`src/rtl/vga_axil_regfile.sv`:
```
// vga_axil_regfile
//   AXI4-Lite slave register file for the VGA control plane. Word indices
//   0..NUM_RW-1 are read/write registers exported on rw_regs_o, indices
//   NUM_RW..NUM_RW+NUM_RO-1 return the live ro_data_i slices, and anything
//   else answers SLVERR (reads return zero).
// Ports:
//   clk_i, rst_i            clock, asynchronous active-high reset
//   aw*/w*/b*               AXI-Lite write address / data / response channels
//   ar*/r*                  AXI-Lite read address / data channels
//   rw_regs_o               flattened RW registers, reg k at [k*DATA_WIDTH +: DATA_WIDTH]
//   wr_pulse_o              one-cycle pulse per RW register after an accepted write
//   ro_data_i               flattened read-only values, sampled at AR handshake
module vga_axil_regfile #(
  parameter int ADDR_WIDTH = 32,
  parameter int DATA_WIDTH = 32,
  parameter int ADDR_LSB   = 2,
  parameter int NUM_RW     = 4,
  parameter int NUM_RO     = 2
) (
  input  logic                         clk_i,
  input  logic                         rst_i,
  input  logic [ADDR_WIDTH-1:0]        awaddr_i,
  input  logic                         awvalid_i,
  output logic                         awready_o,
  input  logic [DATA_WIDTH-1:0]        wdata_i,
  input  logic [DATA_WIDTH/8-1:0]      wstrb_i,
  input  logic                         wvalid_i,
  output logic                         wready_o,
  output logic [1:0]                   bresp_o,
  output logic                         bvalid_o,
  input  logic                         bready_i,
  input  logic [ADDR_WIDTH-1:0]        araddr_i,
  input  logic                         arvalid_i,
  output logic                         arready_o,
  output logic [DATA_WIDTH-1:0]        rdata_o,
  output logic [1:0]                   rresp_o,
  output logic                         rvalid_o,
  input  logic                         rready_i,
  output logic [NUM_RW*DATA_WIDTH-1:0] rw_regs_o,
  output logic [NUM_RW-1:0]            wr_pulse_o,
  input  logic [NUM_RO*DATA_WIDTH-1:0] ro_data_i
);

  localparam int IDX_W  = ADDR_WIDTH - ADDR_LSB;
  localparam int STRB_W = DATA_WIDTH / 8;
  localparam logic [1:0] RESP_OKAY   = 2'b00;
  localparam logic [1:0] RESP_SLVERR = 2'b10;

  typedef enum logic {W_IDLE, W_RESP} w_state_t;
  typedef enum logic {R_IDLE, R_RESP} r_state_t;

  w_state_t                w_state_r;
  r_state_t                r_state_r;
  logic                    aw_held_r;
  logic [IDX_W-1:0]        aw_idx_r;
  logic                    w_held_r;
  logic [DATA_WIDTH-1:0]   w_data_r;
  logic [STRB_W-1:0]       w_strb_r;
  logic                    awready_r;
  logic                    wready_r;
  logic                    bvalid_r;
  logic [1:0]              bresp_r;
  logic [NUM_RW-1:0]       wr_pulse_r;
  logic [DATA_WIDTH-1:0]   rw_regs_r [NUM_RW];
  logic                    arready_r;
  logic                    rvalid_r;
  logic [1:0]              rresp_r;
  logic [DATA_WIDTH-1:0]   rdata_r;

  logic                    aw_hs_s;
  logic                    w_hs_s;
  logic                    ar_hs_s;
  logic [IDX_W-1:0]        wr_idx_s;
  logic [DATA_WIDTH-1:0]   wr_data_s;
  logic [STRB_W-1:0]       wr_strb_s;
  logic                    wr_go_s;
  logic                    wr_hit_s;
  logic [IDX_W-1:0]        ar_idx_s;
  logic [DATA_WIDTH-1:0]   rd_data_s;
  logic [1:0]              rd_resp_s;
  logic                    unused_addr_bits_s;

  // Sub-word address bits carry no meaning (no unaligned error).
  assign unused_addr_bits_s = ^{awaddr_i[ADDR_LSB-1:0], araddr_i[ADDR_LSB-1:0]};

  // Write-side handshakes and the effective beat: a held beat wins over the bus.
  always_comb begin
    aw_hs_s = awvalid_i && awready_r;
    w_hs_s  = wvalid_i && wready_r;
    if (aw_held_r) begin
      wr_idx_s = aw_idx_r;
    end else begin
      wr_idx_s = awaddr_i[ADDR_WIDTH-1:ADDR_LSB];
    end
    if (w_held_r) begin
      wr_data_s = w_data_r;
      wr_strb_s = w_strb_r;
    end else begin
      wr_data_s = wdata_i;
      wr_strb_s = wstrb_i;
    end
    wr_go_s  = (w_state_r == W_IDLE) && (aw_held_r || aw_hs_s) && (w_held_r || w_hs_s);
    wr_hit_s = (wr_idx_s < IDX_W'(NUM_RW));
  end

  // Write FSM: collects AW and W independently, commits once both are present.
  always_ff @(posedge clk_i or posedge rst_i) begin
    if (rst_i) begin
      w_state_r  <= W_IDLE;
      aw_held_r  <= 1'b0;
      aw_idx_r   <= {IDX_W{1'b0}};
      w_held_r   <= 1'b0;
      w_data_r   <= {DATA_WIDTH{1'b0}};
      w_strb_r   <= {STRB_W{1'b0}};
      awready_r  <= 1'b1;
      wready_r   <= 1'b1;
      bvalid_r   <= 1'b0;
      bresp_r    <= RESP_OKAY;
      wr_pulse_r <= {NUM_RW{1'b0}};
    end else begin
      wr_pulse_r <= {NUM_RW{1'b0}};
      case (w_state_r)
        W_IDLE: begin
          if (wr_go_s) begin
            w_state_r <= W_RESP;
            bvalid_r  <= 1'b1;
            aw_held_r <= 1'b0;
            w_held_r  <= 1'b0;
            awready_r <= 1'b0;
            wready_r  <= 1'b0;
            if (wr_hit_s) begin
              bresp_r <= RESP_OKAY;
              for (int k = 0; k < NUM_RW; k++) begin
                if (wr_idx_s == IDX_W'(k)) begin
                  wr_pulse_r[k] <= 1'b1;
                end
              end
            end else begin
              bresp_r <= RESP_SLVERR;
            end
          end else begin
            if (aw_hs_s) begin
              aw_held_r <= 1'b1;
              aw_idx_r  <= awaddr_i[ADDR_WIDTH-1:ADDR_LSB];
              awready_r <= 1'b0;
            end
            if (w_hs_s) begin
              w_held_r <= 1'b1;
              w_data_r <= wdata_i;
              w_strb_r <= wstrb_i;
              wready_r <= 1'b0;
            end
          end
        end
        W_RESP: begin
          if (bready_i) begin
            w_state_r <= W_IDLE;
            bvalid_r  <= 1'b0;
            awready_r <= 1'b1;
            wready_r  <= 1'b1;
          end
        end
        default: begin
          w_state_r <= W_IDLE;
          bvalid_r  <= 1'b0;
          awready_r <= 1'b1;
          wready_r  <= 1'b1;
        end
      endcase
    end
  end

  // RW register storage with byte-lane strobes.
  always_ff @(posedge clk_i or posedge rst_i) begin
    if (rst_i) begin
      for (int k = 0; k < NUM_RW; k++) begin
        rw_regs_r[k] <= {DATA_WIDTH{1'b0}};
      end
    end else begin
      for (int k = 0; k < NUM_RW; k++) begin
        for (int b = 0; b < STRB_W; b++) begin
          if (wr_go_s && (wr_idx_s == IDX_W'(k)) && wr_strb_s[b]) begin
            rw_regs_r[k][b*8 +: 8] <= wr_data_s[b*8 +: 8];
          end
        end
      end
    end
  end

  // Read decode: RW registers, then RO slices, otherwise zero with SLVERR.
  always_comb begin
    ar_hs_s   = arvalid_i && arready_r;
    ar_idx_s  = araddr_i[ADDR_WIDTH-1:ADDR_LSB];
    rd_data_s = {DATA_WIDTH{1'b0}};
    rd_resp_s = RESP_SLVERR;
    for (int k = 0; k < NUM_RW; k++) begin
      rd_data_s = (ar_idx_s == IDX_W'(k)) ? rw_regs_r[k] : rd_data_s;
      rd_resp_s = (ar_idx_s == IDX_W'(k)) ? RESP_OKAY : rd_resp_s;
    end
    for (int k = 0; k < NUM_RO; k++) begin
      rd_data_s = (ar_idx_s == IDX_W'(NUM_RW + k)) ? ro_data_i[k*DATA_WIDTH +: DATA_WIDTH] : rd_data_s;
      rd_resp_s = (ar_idx_s == IDX_W'(NUM_RW + k)) ? RESP_OKAY : rd_resp_s;
    end
  end

  // Read FSM: registers the decoded word at AR handshake and holds it until taken.
  always_ff @(posedge clk_i or posedge rst_i) begin
    if (rst_i) begin
      r_state_r <= R_IDLE;
      arready_r <= 1'b1;
      rvalid_r  <= 1'b0;
      rresp_r   <= RESP_OKAY;
      rdata_r   <= {DATA_WIDTH{1'b0}};
    end else begin
      case (r_state_r)
        R_IDLE: begin
          if (ar_hs_s) begin
            r_state_r <= R_RESP;
            arready_r <= 1'b0;
            rvalid_r  <= 1'b1;
            rresp_r   <= rd_resp_s;
            rdata_r   <= rd_data_s;
          end
        end
        R_RESP: begin
          if (rready_i) begin
            r_state_r <= R_IDLE;
            arready_r <= 1'b1;
            rvalid_r  <= 1'b0;
          end
        end
        default: begin
          r_state_r <= R_IDLE;
          arready_r <= 1'b1;
          rvalid_r  <= 1'b0;
        end
      endcase
    end
  end

  assign awready_o  = awready_r;
  assign wready_o   = wready_r;
  assign bvalid_o   = bvalid_r;
  assign bresp_o    = bresp_r;
  assign arready_o  = arready_r;
  assign rvalid_o   = rvalid_r;
  assign rresp_o    = rresp_r;
  assign rdata_o    = rdata_r;
  assign wr_pulse_o = wr_pulse_r;

  for (genvar k = 0; k < NUM_RW; k++) begin : g_rw_out
    assign rw_regs_o[k*DATA_WIDTH +: DATA_WIDTH] = rw_regs_r[k];
  end

endmodule
```
`config.mk`:
```
export PLATFORM = sky130hd
export DESIGN_NAME = vga_axil_regfile
export DESIGN_NICKNAME = d
export VERILOG_FILES = /design/src/rtl/vga_axil_regfile.sv
export SDC_FILE = /design/constraint.sdc
export NUM_CORES = 1
export LEC_CHECK = 0
export ABC_AREA = 1
export CORE_UTILIZATION = 44
export CTS_CLUSTER_SIZE = 12
export DETAILED_ROUTE_END_ITERATION = 7
export PLACE_DENSITY = 0.76
export REMOVE_ABC_BUFFERS = 1
export SLEW_MARGIN = 10
export SYNTH_ARGS = -nofsm -noshare
export SYNTH_HDL_FRONTEND = slang
export SYNTH_SLANG_ARGS = --single-unit
export TNS_END_PERCENT = 50
```
`constraint.sdc`:
```
create_clock -name clk_i -period 8.1 [get_ports clk_i]
set_clock_uncertainty 0.2 [all_clocks]
set_input_delay 1.62 -clock clk_i [delete_from_list [all_inputs] [get_ports clk_i]]
set_output_delay 1.62 -clock clk_i [all_outputs]
set_load 0.02 [all_outputs]
```
==> impl_results.md <==
* Outcome: completed
* WS Path Type: input pin to register
* Post-DRT Antenna Nets at 0
* Die Y-Extent at 171 microns
* Detailed Routing Iterations Pass 1 at 6
* Synth top area share at 47.2%
* CTS Hold Buffers Added at 0
* Fraction of synthesis flops using an asynchronous set or reset pin at 100%
* TritonCTS clock tree: built
* Via count at between 10k and 15k
* Die ar. at around 30,000 sq um
* Total CTS buffers at 27
* Sink Count at about 240
* Seq/Total Area, Yosys at approximately 48%
* Synth area leader: dfrtp_1
* Drt wl/cell at 18.2 microns
* Worst Setup End Kind: register
* 1st-iter DRT viols at 1,107
* P&R area growth vs syn at 34.8%
* Worst hold path type: register to register
* Final instance area at around 17,000 sq um
* Total grt overflow at 0
* Max Freq at about 250 MHz
* Global-route wire length before repair at 64,400 microns
* Slew @ Worst Pin at roughly 1.1 ns
* H-tree depth at 1
* Layout Nets at ~2.1k
* Final WL at roughly 42,000 microns
* WP data arrival at approximately 4.3 ns
* Starting density of the core at a little under half
* DP Worst Slack at 3.48 ns
* Setup crit start kind: input pin
* Via-to-Cell Ratio at 5.48
* Cells taking the most area after synthesis: dfrtp_1, nand2_1, nand4_1
* Tcrit/Tclk final at between 50 and 60%
* Critical Path RT at 8.37 ns
* Reg clk slew, reported paths at about 0.06 ns
* RSZ-0062 raised after global routing: no
* Post-synthesis register bit count at around 240
* Top_reg_cell synth: dfrtp_1
* Crit-path max FO at 87
* Clk_lat worst skew at between 0.5 and 0.6 ns
* Post-DP HPWL at 26,700 microns
* Peak supply drop at slightly below 0.0002 V
* Mean Syn Cell Area at roughly 8 sq um
* Core Area at roughly 28,000 sq um
* Yosys warns at 0
* GPL Wtd Cong at 0.866
* Setup violations, final at 0
* Die Wd at approximately 170 microns
* Post-route setup slack at 4.04 ns
* Pwr per Cell Area at 217 nW/um^2
* Largest net degree at the start of global routing at 145
* Post-CTS setup buffer count at 0
* Max-slew violations at 0
* Max_slew headroom at roughly a quarter
* Synthesized instance count at 1,622
* DRC at 0
* Post-synthesis instance area at between 10,000 and 15,000 sq um
* Initial antenna violation count at 0
* Tot GR Track Use at about 28%
* Area after DPL at about 16,000 sq um
* Row Count at a little over 60
* Vias in the first global route at between 10k and 15k
* Max Root-Sink Buffers at 3
* Post-synth EDFFs at 0
* Num ports at approximately 340
* Crit path time final at just over 4 ns
* Final hold violation count at 0
* Share of cells above drive strength 1 at between 6 and 7%
* Post-synth top cells: nand2_1, dfrtp_1, nand3_1, nand4_1, inv_1
* Lkg Pwr at 8.10 nW
* Max-Cap Viols at 0
* Top-count cell post-synth: nand2_1
* CTS Root Cell: clkbuf_16
* PostCTS Resize Cnt at 0
* Cell variety after synth at 36
* IO Port Bufs at ~340
[layout by cell type, fill, tap and decap left out, types with 15 or more instances in the layout]
cell	n
clkdlybuf4s50_1	337
dfrtp_1	237
nand4_1	167
nand3_1	174
buf_4	15
inv_1	126
nor2_1	106
nand3_4	16
clkbuf_16	27
o21ai_0	98
nand2_1	523
[stage by stage]
step                util (%)  TNS [ns]  std cells  total power [mW]  hold slack (ns)
finish                  60.8         0       2295              3.69            0.281
global route            60.7         0       2293              3.89            0.299
CTS                     60.7         0       2293              3.70            0.281
detailed placement      57.6         0       2247              2.47            0.265
global placement        57.6         0       2247              2.44            0.262
floorplan                  -   -201.43       1516              2.10            0.253
[kinds of logic after synthesis]
logic type	count (synthesis)	synth area share [%]
other	1	0.0297
DFF	241	47.8
buffers and inverters	239	8.30
muxes	4	0.357
and+or+nand+nor	1020	38.3
AOI/OAI and AO/OA	117	5.20
[cell type report]
class	count	area, sq um
fillers	2481	11000
flip-flops and latches	241	6040
multi-input cells	1143	5610
repair buffers	353	3510
clock buffers	40	825
inverters	132	503
well taps	378	473
clock inverters	6	61.3
diodes	2	5.00
[metal layers]
layer  up-vias  GRT usage (%)  routed length, microns
li1       5940              -                       -
met1      5981           37.2                   17500
met2       586           46.2                   19500
met3        79           5.68                    3620
met4         0           9.98                    1140
met5         -              0                       0
[worst max-delay path, stage by stage]
cell	delay, ns
clkdlybuf4s50_1	0.43
inv_1	0.07
nand2_1	0.05
nor2_1	0.09
nand2_1	0.11
nor2_4	0.52
buf_4	0.76
nand3_1	0.18
nand2_1	0.14
nor2_1	0.04
nand4_1	0.07
nand2_1	0.06
nand2_1	0.09
[power by group]
| part | internal [mW] | switching, mW | leakage [nW] |
|---|---|---|---|
| Combinational | 0.285 | 0.672 | 4.42 |
| Sequential | 1.38 | 0.122 | 3.24 |
| Clock | 0.729 | 0.499 | 0.438 |
[registers in the layout, summed over array words and instances, names as in the netlist, 4 cells and up]
register,count
aw_idx_r,30
w_data_r,32
wr_pulse_o,4
w_strb_r,4
rdata_o,32
rw_regs_o,128
[final timing paths]
kind	to	depth (start not counted)	slack [ns]	from
worst max-delay path	rdata_o[17]	13	4.04	araddr_i[21]
worst min-delay path	rdata_o[21]	2	0.28	rdata_o[21]
worst max register to register	rw_regs_o[34]	8	4.85	aw_held_r
worst min register to register	rdata_o[21]	2	0.28	rdata_o[21]
max in group asynchronous	rdata_o[8]	3	5.07	rst_i
min in group asynchronous	w_data_r[19]	2	1.37	rst_i
Note: power is estimated with default switching activity, not from simulation.
